$ cat config.mk
export PLATFORM = sky130hd
export DESIGN_NAME = opll_write_sequencer
export DESIGN_NICKNAME = d
export VERILOG_FILES = /design/src/rtl/opll_seq_pkg.sv /design/src/rtl/opll_seq_fifo.sv /design/src/rtl/opll_write_sequencer.sv
export SDC_FILE = /design/constraint.sdc
export NUM_CORES = 1
export LEC_CHECK = 0
export ABC_AREA = 1
export CORE_UTILIZATION = 40
export CTS_CLUSTER_DIAMETER = 150
export DETAILED_ROUTE_END_ITERATION = 10
export SKIP_CTS_REPAIR_TIMING = 1
export SLEW_MARGIN = 20
export SYNTH_ARGS = -nofsm -noshare
export SYNTH_HDL_FRONTEND = slang
export SYNTH_SLANG_ARGS = --single-unit
$ cat constraint.sdc
create_clock -name clk -period 3.2 [get_ports clk]
set_input_delay 0.96 -clock clk [delete_from_list [all_inputs] [get_ports clk]]
set_output_delay 0.96 -clock clk [all_outputs]
set_load 0.005 [all_outputs]
$ cat src/rtl/opll_seq_pkg.sv
// Shared types and default timing for the YM2413 write sequencer.
// Timing constants are in OPLL master-clock (cen) ticks.
package opll_seq_pkg;

   localparam int REG_ADDR_W     = 8;
   localparam int REG_DATA_W     = 8;
   localparam int SHADOW_ENTRIES = 64;

   localparam int DEF_FIFO_DEPTH = 4;
   localparam int DEF_STROBE_LEN = 2;
   localparam int DEF_ADDR_WAIT  = 12;
   localparam int DEF_DATA_WAIT  = 84;

   typedef enum logic [2:0] {
      IDLE,
      A_STB,
      A_WAIT,
      D_STB,
      D_WAIT
   } seq_state_t;

   typedef struct packed {
      logic [REG_ADDR_W-1:0] addr;
      logic [REG_DATA_W-1:0] data;
   } wr_req_t;

   function automatic int max3(input int a, input int b, input int c);
      int m;
      m = (a > b) ? a : b;
      return (m > c) ? m : c;
   endfunction

endpackage

$ cat src/rtl/opll_seq_fifo.sv
// Synchronous FIFO with occupancy output; head_dat shows the oldest entry combinationally.
// Push is ignored when full, pop is ignored when empty; push and pop together keep the level.
module opll_seq_fifo #(
   parameter int DEPTH = 4,
   parameter int WIDTH = 16
) (
   input  logic                   clk,
   input  logic                   rst,
   input  logic                   push_vld,
   input  logic [WIDTH-1:0]       push_dat,
   input  logic                   pop_rdy,
   output logic                   head_vld,
   output logic [WIDTH-1:0]       head_dat,
   output logic [$clog2(DEPTH):0] level,
   output logic                   full
);

   localparam int PTR_W = $clog2(DEPTH);
   localparam int LVL_W = PTR_W + 1;

   logic [WIDTH-1:0] mem [DEPTH];
   logic [PTR_W-1:0] wr_ptr;
   logic [PTR_W-1:0] rd_ptr;
   logic             do_push;
   logic             do_pop;

   assign full     = (level == LVL_W'(DEPTH));
   assign head_vld = (level != '0);
   assign head_dat = mem[rd_ptr];
   assign do_push  = push_vld && !full;
   assign do_pop   = pop_rdy && head_vld;

   always_ff @(posedge clk) begin
      if (do_push) begin
         mem[wr_ptr] <= push_dat;
      end
   end

   // DEPTH is a power of two, so pointer overflow is the modulo wrap.
   always_ff @(posedge clk or posedge rst) begin
      if (rst) begin
         wr_ptr <= '0;
         rd_ptr <= '0;
         level  <= '0;
      end else begin
         if (do_push) wr_ptr <= wr_ptr + 1'b1;
         if (do_pop)  rd_ptr <= rd_ptr + 1'b1;
         case ({do_push, do_pop})
            2'b10:   level <= level + 1'b1;
            2'b01:   level <= level - 1'b1;
            default: level <= level;
         endcase
      end
   end

endmodule

$ cat src/rtl/opll_write_sequencer.sv
// Queues YM2413 (addr,data) writes and replays them on the OPLL CPU bus with chip wait times.
// Optional OPLL_SHADOW_SKIP_EN drops writes that repeat the last value sent to a register.
module opll_write_sequencer
   import opll_seq_pkg::*;
#(
   parameter int FIFO_DEPTH = DEF_FIFO_DEPTH,
   parameter int STROBE_LEN = DEF_STROBE_LEN,
   parameter int ADDR_WAIT  = DEF_ADDR_WAIT,
   parameter int DATA_WAIT  = DEF_DATA_WAIT
) (
   input  logic                        clk,
   input  logic                        rst,
   input  logic                        cen,
   input  logic                        wr_valid,
   output logic                        wr_ready,
   input  logic [REG_ADDR_W-1:0]       wr_addr,
   input  logic [REG_DATA_W-1:0]       wr_data,
   output logic [$clog2(FIFO_DEPTH):0] fifo_level,
   output logic                        busy,
   output logic                        opll_cs_n,
   output logic                        opll_wr_n,
   output logic                        opll_a0,
   output logic [REG_DATA_W-1:0]       opll_d
);

   // Counters hold "ticks remaining minus one", so every phase must last at least one tick.
   localparam int CNT_MAX = max3(STROBE_LEN - 1, ADDR_WAIT - 1, DATA_WAIT - 1);
   localparam int CNT_W   = (CNT_MAX < 1) ? 1 : $clog2(CNT_MAX + 1);
   localparam logic [CNT_W-1:0] STB_LD = CNT_W'(STROBE_LEN - 1);
   localparam logic [CNT_W-1:0] AW_LD  = CNT_W'(ADDR_WAIT - 1);
   localparam logic [CNT_W-1:0] DW_LD  = CNT_W'(DATA_WAIT - 1);

   seq_state_t              state;
   logic [CNT_W-1:0]        cnt;
   logic [REG_DATA_W-1:0]   hold_data;

   wr_req_t                 push_req;
   wr_req_t                 head;
   logic [$bits(wr_req_t)-1:0] head_dat;
   logic                    head_vld;
   logic                    fifo_full;
   logic                    pop;
   logic                    skip;

   assign push_req = {wr_addr, wr_data};
   assign head     = head_dat;
   assign wr_ready = !fifo_full;
   assign pop      = (state == IDLE) && head_vld;
   assign busy     = (state != IDLE) || head_vld;

   opll_seq_fifo #(
      .DEPTH (FIFO_DEPTH),
      .WIDTH ($bits(wr_req_t))
   ) u_fifo (
      .clk      (clk),
      .rst      (rst),
      .push_vld (wr_valid),
      .push_dat (push_req),
      .pop_rdy  (pop),
      .head_vld (head_vld),
      .head_dat (head_dat),
      .level    (fifo_level),
      .full     (fifo_full)
   );

`ifdef OPLL_SHADOW_SKIP_EN
   logic [REG_DATA_W-1:0]     shadow_mem [SHADOW_ENTRIES];
   logic [SHADOW_ENTRIES-1:0] shadow_vld;
   logic [5:0]                sh_idx;
   logic                      sh_in_range;

   assign sh_idx      = head.addr[5:0];
   assign sh_in_range = (head.addr < REG_ADDR_W'(8'h40));
   assign skip        = sh_in_range && shadow_vld[sh_idx] && (shadow_mem[sh_idx] == head.data);

   // Upper addresses would alias onto the low registers, so only 0x00-0x3F are tracked.
   always_ff @(posedge clk or posedge rst) begin
      if (rst) begin
         shadow_vld <= '0;
      end else if (pop && sh_in_range) begin
         shadow_vld[sh_idx] <= 1'b1;
      end
   end

   always_ff @(posedge clk) begin
      if (pop && sh_in_range) begin
         shadow_mem[sh_idx] <= head.data;
      end
   end
`else
   assign skip = 1'b0;
`endif

   always_ff @(posedge clk or posedge rst) begin
      if (rst) begin
         state     <= IDLE;
         cnt       <= '0;
         hold_data <= '0;
         opll_cs_n <= 1'b1;
         opll_wr_n <= 1'b1;
         opll_a0   <= 1'b0;
         opll_d    <= '0;
      end else begin
         case (state)
            IDLE: begin
               // The pop clock itself is not a tick; strobe timing starts at the next cen.
               if (pop && !skip) begin
                  hold_data <= head.data;
                  opll_d    <= head.addr;
                  opll_a0   <= 1'b0;
                  opll_cs_n <= 1'b0;
                  opll_wr_n <= 1'b0;
                  cnt       <= STB_LD;
                  state     <= A_STB;
               end
            end
            A_STB: begin
               if (cen) begin
                  if (cnt == '0) begin
                     opll_cs_n <= 1'b1;
                     opll_wr_n <= 1'b1;
                     cnt       <= AW_LD;
                     state     <= A_WAIT;
                  end else begin
                     cnt <= cnt - 1'b1;
                  end
               end
            end
            A_WAIT: begin
               if (cen) begin
                  if (cnt == '0) begin
                     opll_d    <= hold_data;
                     opll_a0   <= 1'b1;
                     opll_cs_n <= 1'b0;
                     opll_wr_n <= 1'b0;
                     cnt       <= STB_LD;
                     state     <= D_STB;
                  end else begin
                     cnt <= cnt - 1'b1;
                  end
               end
            end
            D_STB: begin
               if (cen) begin
                  if (cnt == '0) begin
                     opll_cs_n <= 1'b1;
                     opll_wr_n <= 1'b1;
                     cnt       <= DW_LD;
                     state     <= D_WAIT;
                  end else begin
                     cnt <= cnt - 1'b1;
                  end
               end
            end
            D_WAIT: begin
               if (cen) begin
                  if (cnt == '0) begin
                     state <= IDLE;
                  end else begin
                     cnt <= cnt - 1'b1;
                  end
               end
            end
            default: begin
               opll_cs_n <= 1'b1;
               opll_wr_n <= 1'b1;
               cnt       <= '0;
               state     <= IDLE;
            end
         endcase
      end
   end

endmodule

# Yosys cells after proc, flatten, opt, wreduce, memory -nomap -nowiden
# Memory sizes are Yosys's and may differ from the RTL's.
# Index checks and enable logic that the tools add are counted.
# totals
latch_bits	0
in_bits	20
reg_bits	35
ram_bits	64
n_memories	1
mem_bits_ro	0
# classes
reduce_logical	17
order_cmp	0
n_mul	0
div	0
shifts	0
n_bitwise	1
addsub	5
n_mux	34
eq_ne	19
# mem_list
memory	depth	width	read_ports	rd_clocked_by_memory_dff	write_ports	line_no	text
u_fifo.mem	4	16	1	0	1	opll_seq_fifo.sv:21	logic [WIDTH-1:0] mem [DEPTH];
# ops
cell	n
$mux W7	9
$pmux W7 S5	1
$mux W3	9
$mux W8	3
$ne A2 B2 Y1 const B	9
$pmux W8 S2	1
$pmux W3 S5	1
$reduce_and A6 Y1	2
$reduce_and A9 Y1	1
$logic_not A7 Y1	1
$mux W1	7
$sub A7 B1 Y7 const B	1
$eq A3 B2 Y1 const B	2
$eq A3 B3 Y1 const B	2
$ne A2 B1 Y1 const B	3
$pmux W3 S2	1
$reduce_bool A3 Y1	2
$add A2 B1 Y2 const B	2
$pmux W1 S4	1
$reduce_and A4 Y1	1
$reduce_bool A2 Y1	2
$add A3 B1 Y3 const B	1
$eq A3 B1 Y1 const B	1
$logic_and A1 B1 Y1	3
10 further kinds	10

# Longest topological paths before layout
# logic_depth
word_depth	5
mapped_depth	13

# Hierarchy
# Synthesis repeated with hierarchy kept, for this count alone.
# hier_totals
hier_cells	470
area_unflattened_um2	4797.1
# modules_own_cells
mod	area_each_um2	seq_area_each_um2	instances	cells_each
opll_seq_fifo	3037.9	2097.0	1	248
opll_write_sequencer	1759.2	701.9	1	222

# Worst setup path before layout
# OpenSTA, ideal clock, no wires.
# synth_path
path_kind	input -> register
from	input port wr_valid
to	register u_fifo.level[2]
stages	7
t_required_ns	3.069
slack_ns	0.976
setup_ns	0.131
t_arrival_ns	2.093
cell_sequence	nand2_1 -> ha_1 -> inv_1 -> fa_1 -> a21oi_1 -> o21ai_0 -> xor2_1
# synth_via
elab_chain_cells	3
word_cells_on_any_way	5
classes_between	2 x eq/ne; 1 x mux; 2 x reduce/logical
# synth_lines
element	line_no	text
start, declared	opll_write_sequencer.sv:14	input logic wr_valid,
$logic_and A1 B1 Y1 (*)	opll_seq_fifo.sv:30	assign do_push = push_vld && !full;
$eq A2 B1 Y1 / $eq A2 B2 Y1 (equally long branches)	opll_seq_fifo.sv:48	case ({do_push, do_pop})
$pmux W3 S2 / $reduce_bool A2 Y1 (equally long branches)	n/a	
end signal, assigned	opll_seq_fifo.sv:49	2'b10: level <= level + 1'b1;
end signal, assigned	opll_seq_fifo.sv:50	2'b01: level <= level - 1'b1;
end signal, assigned	opll_seq_fifo.sv:51	default: level <= level;
end, declared	opll_seq_fifo.sv:14	output logic [$clog2(DEPTH):0] level,
# Every way passes the cells marked *; elsewhere a longest branch is shown, timed or not.
# A chain may end at the register's enable or synchronous reset.

# Final worst setup path
# layout_path
from	register state[0]
to	output port busy
# layout_via
elab_chain_cells	2
# layout_lines
element	line_no	text
start, declared	opll_write_sequencer.sv:33	seq_state_t state;
start signal, assigned	opll_write_sequencer.sv:96	state <= IDLE;
start signal, assigned	opll_write_sequencer.sv:114	state <= A_STB;
start signal, assigned	opll_write_sequencer.sv:123	state <= A_WAIT;
$reduce_bool A3 Y1	opll_write_sequencer.sv:49	assign busy = (state != IDLE) || head_vld;
$logic_or A1 B1 Y1	opll_write_sequencer.sv:49	
end, declared	opll_write_sequencer.sv:19	output logic busy,
# Every way passes these cells.

==> metrics.cfg <==
[timing]
min_period_over_period = 0.8489
rsz0062_at_grt = false
worst-slew-pin-transition_ps = 1014
slew_headroom = 0.3230
worst_slack_ps = 483.5
tns_ps = 0
fmax_ghz = 0.3681
setup_violations = 0
hold_viol = 0
finalClockSkew_ps = 13.60
layout_min_cycle_time_ps = 2717
finalMaxSlewViolations = 0

[cts]
cts_root_buf = clkbuf_8
htreeDepth = 3
clock-sinks = 99
max-clock-path-buffers = 2
clock_latency_ps = 370
clkTransAtPathRegs_ps = 90
cts_made_buffers = 9
cts_tree = built

[logic_synthesis]
synth-seq-cells = 99
synth_top_flop_cell = edfxtp_1
ys_types = 32
synth_common_cells = 100 x nand2_1, 64 x edfxtp_1, 39 x inv_1, 39 x nor2_1, 37 x o21ai_0
synth.top_cell.area_share = 0.4415
synth_area_per_cell_um2 = 10.29
synthTopCellsByArea = edfxtp_1 44%, dfrtp_1 20%, nand2_1 8.6%
yosysMostFrequentCell = nand2_1
yosys.area.top_type = edfxtp_1
seq_area_frac_synth = 0.6430
syn_area_mm2 = 0.004353
yosys_warnings = 0
synth-edff-count = 64
ys_async_sr_fraction = 0.3535
synth_cells = 423
synth_fp_nets = 450

[power_and_ir_drop]
ir_drop_mv = 0.3391
leakage_nw = 2.071
power_density_mw_per_mm2 = 980.1

[global_route]
grt_antenna_before_repair = 0
grt_pass1_vias = 2963
met3_usage = 0.03863
overflow = 0
grt_util_all_layers = 0.1700
grt_max_degree = 36
busiest_layer = met2
use_met2 = 0.2908
gr-usage-met1 = 0.2032
grt_pass1_wl_um = 14530

[route]
ant_nets = 0
drtIter0Drc = 143
wire_per_inst_um = 14.36
routed-via-count = 2952
routed_wl_um = 8628
firstDrtPassIters = 5
vias_per_cell = 4.912
drcViolationCount = 0

[floorplanning]
initial_core_util = 0.4179
die_h_um = 106.3
core.rowCount = 37
core-area_mm2 = 0.01042
die_x_um = 106.3
die-area_mm2 = 0.01130
ios = 36

[critical_path]
crit_fanout = 7
reg2reg_slack_ps = 860
start_kind = flop
rr_worst_depth = 11
crit_required_ps = 2240
crit_path_end_kind = output port
worst-setup-path-type = reg -> out
r2r_end = u_fifo.level[2]
cp_data_arrival_time_ps = 1760
worstReg2RegStart = state[0]

[run]
maxCapViolations = 0

[placement]
post-dp-hpwl_um = 5598
port-buffer-count = 35
gp_congestion = 0.7849
dp_slack_ps = 429.7

[finish]
multi_input_area_mm2 = 0.001305
fin_util = 0.4812
nets = 487
syn2layout_area_growth_pct = 15.15
n_fill_cell = 984
insertedDiodeCount = 0
drive_gt1_frac = 0.09032
seqCellArea_mm2 = 0.002799

[min_path]
hp-class = reg -> reg
min_from = opll_wr_n
hold_depth = 2
hold-path-endpoint = opll_wr_n

[run_status]
outcome = finished, final reports clean

[worst max path at each step]
stage                     slack (ps)      from  cells past startpoint              end
after floorplan                  980  wr_valid                      7  u_fifo.level[2]
after global placement           480  wr_valid                      8  u_fifo.level[2]
after detailed placement         430  wr_valid                      8  u_fifo.level[2]
after CTS                        460  state[0]                      5             busy
after global routing             400  state[0]                      5             busy
final                            480  state[0]                      5             busy
[area by class of cell]
cell class / count / share of cell area
multi-input cells: 265 / 0.2604
inverters: 43 / 0.03220
flip-flops and latches: 99 / 0.5584
well taps: 136 / 0.03395
repair buffers: 42 / 0.08038
clock buffers: 10 / 0.02546
clock inverters: 6 / 0.009236
[sequential cells by signal, summed over array words and instances (netlist names)]
signal,cells
cnt,7
hold_data,8
opll_d,8
u_fifo.rd_ptr,2
opll_wr_n,1
state,3
u_fifo.level,3
u_fifo.wr_ptr,2
u_fifo.mem,64
opll_a0,1
[layout by cell type (no fill, tap or decap), types with 3 or more instances in the layout]
| master | count |
|---|---|
| xor2_1 | 4 |
| o22ai_1 | 9 |
| dfrtp_1 | 34 |
| buf_4 | 7 |
| nor2_2 | 3 |
| edfxtp_1 | 64 |
| clkbuf_8 | 9 |
| a21oi_1 | 5 |
| ha_1 | 6 |
| o21ai_0 | 37 |
| nor2_1 | 39 |
| nand2_1 | 100 |
| inv_1 | 39 |
| nand2_2 | 6 |
| nand3_1 | 33 |
| o21ai_1 | 4 |
| a31oi_1 | 8 |
| inv_2 | 4 |
| clkdlybuf4s50_1 | 35 |
[kinds of logic after synthesis]
family          Yosys count  synth area share
simple gates            188            0.1868
flops                    99            0.6430
compound gates           65           0.08106
buf+inv                  59           0.05720
fa+ha+maj                 7           0.02185
xor+xnor                  5           0.01006
[where the power goes]
part           switching [mW]  internal, mW  leakage [nW]  total (mW)
clock                   0.445         0.291        0.0890       0.736
combinational            1.41         0.809         0.964        2.22
sequential              0.186          1.77          1.02        1.96
[worst max-delay path, cell delays in order, from the launching register on]
cell             delay [ps]
dfrtp_1                 480
nor2_2                  220
nand2_2                  90
inv_2                    90
nand2_2                  70
clkdlybuf4s50_1         440
[layer usage]
metal / vias up / part of all wire
met1: 1390 / 0.42
met5: - / 0
met3: 10 / 0.056
met4: 0 / 0.015
li1: 1480 / -
met2: 72 / 0.51
[stage by stage]
| stage | hold WS [ps] | instances | area (um2) | total power, mW |
|---|---|---|---|---|
| floorplan | 458.3 | 423 | 4353 | 3.572 |
| global placement | 457.1 | 585 | 4838 | 4.170 |
| detailed placement | 464.3 | 585 | 4838 | 4.236 |
| CTS | 478.2 | 601 | 5012 | 4.977 |
| global route | 487.8 | 601 | 5012 | 5.366 |
| finish | 470.1 | 601 | 5012 | 4.913 |
(Power assumes the default switching activity.)
==> patch 1, RTL diff (same flow settings) <==
Set the package constant `DEF_FIFO_DEPTH` to 8 (it was 4).
--- a/src/rtl/opll_seq_pkg.sv
+++ b/src/rtl/opll_seq_pkg.sv
@@ -8,3 +8,3 @@
 
-   localparam int DEF_FIFO_DEPTH = 4;
+   localparam int DEF_FIFO_DEPTH = 8;
    localparam int DEF_STROBE_LEN = 2;
Interface: changed (resized fifo_level); port bits go from 36 to 37. No check against the original RTL was run, so the function may have changed too.
==> patch 1 against the original RTL <==
Largest power group unchanged. Total power is 74% higher. Clock skew is 0.0018 ns lower. Non-clock buffer count is 12 higher. Worst setup slack worse by 0.20 ns. Sequential cell count is 67 higher. Combinational power is 47% higher. Wire length is 82% higher. Global-route usage is 1.5 points higher. Design area is 68% higher. First-iteration DRC count grew to 2.7 times the old value. Area after synthesis is 64% higher. Register-to-register slack better by 0.06 ns. Critical path type unchanged.
==> patch 1: results (changes against the original RTL) <==
| Metric | Value |
|---|---|
| Outcome | complete, no violations |
| Largest net degree at the start of global routing | 67 (+86%) |
| Routed via count | 4824 (+63%) |
| Routed len/inst | 16.7 um (+16%) |
| Inserted Clock Buffers | 17 (+8) |
| Crit path largest cell delay | 0.43 ns (-0.05 ns) |
| Largest registers | u_fifo.mem x128, hold_data x8, opll_d x8 |
| Vias in the first global route | 4738 (+60%) |
| CP Max Fanout | 5 (-2) |
| Post-synth ARST share | 22.9% (-12 points) |
| Placer Congestion | 0.850 (+8.3%) |
| Final Net Count | 726 (+49%) |
| Count of flip-flops with a built-in enable after synthesis | 128 (+100%) |
| Int Pwr | 5.30 mW (+84%) |
| Initial DRC count | 380 (+170%) |
| Worst VDD drop | 0.000477 V (+41%) |
| Seq/Total Area, Yosys | 67.0% (+2.7 points) |
| Clock slew at reported path FFs | 0.06 ns (-0.03 ns) |
| Pleak | 3.25 nW (+57%) |
| Clock Latency Late Sink | 0.42 ns (+0.05 ns) |
| Ranking of synthesized cells by area | edfxtp_1 (54%), dfrtp_1 (13%), nand2_1 (7.5%) |
| Syn_nets | 680 (+51%) |
| Fillers | 1559 (+58%) |
| Post-DP HPWL | 9.80 mm (+75%) |
| Total GRT Usage | 18.5% (+1.5 points) |
| First-pass GRT wire length | 25.1 mm (+73%) |
| Max Clock Skew | 0.0118 ns (-0.00177 ns) |
| I/O Buffers | 36 (+2.9%) |
| Actual slew at the worst max-slew pin | 1.00 ns (-0.0108 ns) |
| CP Data Arrival Time | 1.96 ns (+0.20 ns) |
| Antenna diode count | 0 (unchanged) |
| Synth cell count leaders | nand2_1 (144), edfxtp_1 (128), nor2_1 (88) |
| H-tree depth | 4 (+1) |
==> patch 1: cell count changes in the layout (fill, tap and decap cells not counted), sizes merged, moves of 8 or more <==
cell | unedited run | this run
nand3 | 35 | 76
buf | 7 | 18
o21ai | 42 | 57
o211ai | 0 | 17
nor2 | 44 | 96
o22ai | 9 | 0
nand2 | 106 | 150
clkbuf | 10 | 18
a31oi | 8 | 0
inv | 46 | 34
edfxtp | 64 | 128
==> patch 1: layout make-up <==
cell class / instances / area (um2) / share of cell area (%)
flip-flops and latches: 166 / 4800 / 56.8
multi-input cells: 431 / 2110 / 25.0
repair buffers: 54 / 495 / 5.87
clock buffers: 18 / 429 / 5.08
well taps: 225 / 282 / 3.33
clock inverters: 14 / 215 / 2.55
inverters: 30 / 115 / 1.36
==> patch 1: routing by layer <==
metal	global-route usage (%)	vias to the layer above	wire [um]
li1	-	2348	-
met1	24.1	2335	7030
met2	29.7	123	7590
met3	4.90	18	835
met4	6.43	0	225
met5	0	-	0
==> patch 1: final timing paths <==
path,depth (start not counted),startpoint,endpoint,slack (ns)
max in group asynchronous,3,rst,opll_wr_n,1.86
max,5,u_fifo.level[2],busy,0.28
min reg2reg,2,opll_wr_n,opll_wr_n,0.48
max reg2reg,9,u_fifo.level[0],u_fifo.level[2],0.92
min in group asynchronous,3,rst,cnt[6],0.96
min,2,opll_wr_n,opll_wr_n,0.48
==> patch 1: worst register-to-register path, cell delays in order, from the launching register on <==
cell,delay [ns]
dfrtp_1,0.46
nor2_2,0.23
nand3_1,0.19
nand2_1,0.21
ha_1,0.24
xor2_1,0.27
ha_1,0.22
a21oi_1,0.07
xor2_1,0.18
o21ai_0,0.14
==> patch 1: power by group through the flow <==
stage	Sequential [mW]	Combinational, mW	Clock, mW
after floorplan	3.07	2.32	0
after global placement	3.11	3.19	0
after detailed placement	3.13	3.28	0
after CTS	3.09	3.30	2.25
after global routing	3.14	3.69	2.35
final	3.09	3.27	2.20
==> patch 1: per-stage QoR <==
| stage | std cells | instance area [um2] | setup slack (ns) |
|---|---|---|---|
| 6_report | 938 | 8440 | 0.282 |
| 5_1_grt | 938 | 8440 | 0.150 |
| 4_1_cts | 938 | 8440 | 0.243 |
| 3_5_place_dp | 906 | 7800 | 0.322 |
| 3_3_place_gp | 906 | 7800 | 0.454 |
| 2_1_floorplan | 654 | 7160 | 0.759 |
==> patch 1: cell families (layout without fill, tap and decap cells) <==
kind of cell / count (synthesis) / after routing / synth area share (%)
and+or+nand+nor: 335 / 335 / 20.4
DFF: 166 / 166 / 67.0
AOI/OAI and AO/OA: 80 / 80 / 6.76
buffers and inverters: 57 / 116 / 3.57
xor gates and xnor gates: 10 / 10 / 1.22
adders and majority gates: 6 / 6 / 1.05
==> patch 2, RTL diff (config.mk and constraints unchanged) <==
Made on the original files. The 5 states of `seq_state_t` get a one-hot encoding in 5 bits.
--- a/src/rtl/opll_seq_pkg.sv
+++ b/src/rtl/opll_seq_pkg.sv
@@ -13,8 +13,8 @@
 
-   typedef enum logic [2:0] {
-      IDLE,
-      A_STB,
-      A_WAIT,
-      D_STB,
-      D_WAIT
+   typedef enum logic [4:0] {
+      IDLE   = 5'b00001,
+      A_STB  = 5'b00010,
+      A_WAIT = 5'b00100,
+      D_STB  = 5'b01000,
+      D_WAIT = 5'b10000
    } seq_state_t;
Function: same outputs for any inputs over 10 cycles, from zero or initial values and one cycle with rst high; not proved beyond that.
==> patch 2 against the original RTL <==
Via count up 6.2%. Largest power group unchanged. Design area is 7.4% higher. Die area up 5.8%. Non-clock buffer count grew 1. Sequential cell count rose by 2. Largest cell class unchanged. Area after synthesis rose by 5.9%. Combinational power up 2%. Final cell count rose by 4.3%. Wire length up 8.0%. Clock skew decreased by 0.0070 ns. Total power up 7.7%. Global-route usage is 0.12 points higher. Maximum frequency is 0.40% higher. Worst setup slack better by 0.011 ns.
==> patch 2: results (changes against the original RTL) <==
| Metric | Value |
|---|---|
| Layout cells sized above 1 | 12.1% (+3.1 points) |
| Synth cell count leaders | nand2_1 (83), nor2_1 (72), edfxtp_1 (64) |
| Largest net degree at the start of global routing | 38 (+5.6%) |
| Clock Latency Late Sink | 0.34 ns (-0.03 ns) |
| Outcome | complete, no violations |
| Max Clock Skew | 0.00659 ns (-0.00701 ns) |
| Clock slew at reported path FFs | 0.07 ns (-0.02 ns) |
| Fmax | 370 MHz (+0.40%) |
| #MultiIn Comb | 285 (+7.5%) |
| R2r setup slk | 0.76 ns (-0.10 ns) |
| Worst slew margin | 47.7% (+15 points) |
| Post-synth ARST share | 36.6% (+1.3 points) |
| Post-synthesis area per instance | 10.5 um2 (+1.6%) |
| Non-clock buffer count | 43 (+2.4%) |
| Total GRT Usage | 17.1% (+0.12 points) |
| CP Max Fanout | 5 (-2) |
| Power per standard cell area | 984 nW/um2 (+0.36%) |
| Initial DRC count | 188 (+31%) |
| Syn_nets | 468 (+4.0%) |
| Non-CTS inverters | 42 (-2.3%) |
| Register cell area after layout | 2850 um2 (+1.8%) |
| Root Driver | clkbuf_16 |
| First-pass GRT wire length | 15.2 mm (+4.4%) |
| Multi-input combinational area share | 27.7% (+1.7 points) |
| Routed len/inst | 14.9 um (+3.5%) |
| Pleak | 2.18 nW (+5.2%) |
| Post-DP HPWL | 6.06 mm (+8.2%) |
| Clock Network Area Fraction | 5.30% (+1.8 points) |
| Hold Path End | cnt[0] |
| Worst Min Path Start | cnt[0] |
| Yosys reg bits | 101 (+2.0%) |
| Fillers | 1053 (+7.0%) |
| Power Combinational | 2.27 mW (+2%) |
| Clk pwr | 1.02 mW (+39%) |
| Final Net Count | 509 (+4.5%) |
| Area of the multi-input gates | 1490 um2 (+14%) |
-- patch 2: cell count changes after synthesis, moves of 5 or more --
cell,unedited run,this run
nor2_1,39,72
o21ai_0,37,48
inv_1,39,32
nor2_4,2,7
nand3_1,33,7
o22ai_1,9,1
nand2_1,100,83
o22a_1,0,8
nand4_1,1,6
clkbuf_1,7,2
-- patch 2: routing by layer --
layer / GRT usage [%] / vias up / wire length (um)
met2: 30.0 / 60 / 4700
met4: 6.48 / 0 / 144
met5: 0 / - / 0
met3: 2.19 / 13 / 337
met1: 21.7 / 1503 / 4140
li1: - / 1558 / -
-- patch 2: kinds of logic after synthesis --
logic type,after synthesis,synth area share [%]
flops,101,61.8
xor+xnor,7,1.33
compound gates,79,9.74
buf+inv,55,5.86
simple gates,192,19.2
fa+ha+maj,7,2.06
-- patch 2: worst max-delay path, cell delays in order (launching register included) --
cell             delay (ns)
dfrtp_1                0.47
nor2_4                 0.18
inv_2                  0.07
nor2_4                 0.14
nand2_2                0.09
clkdlybuf4s50_1        0.46
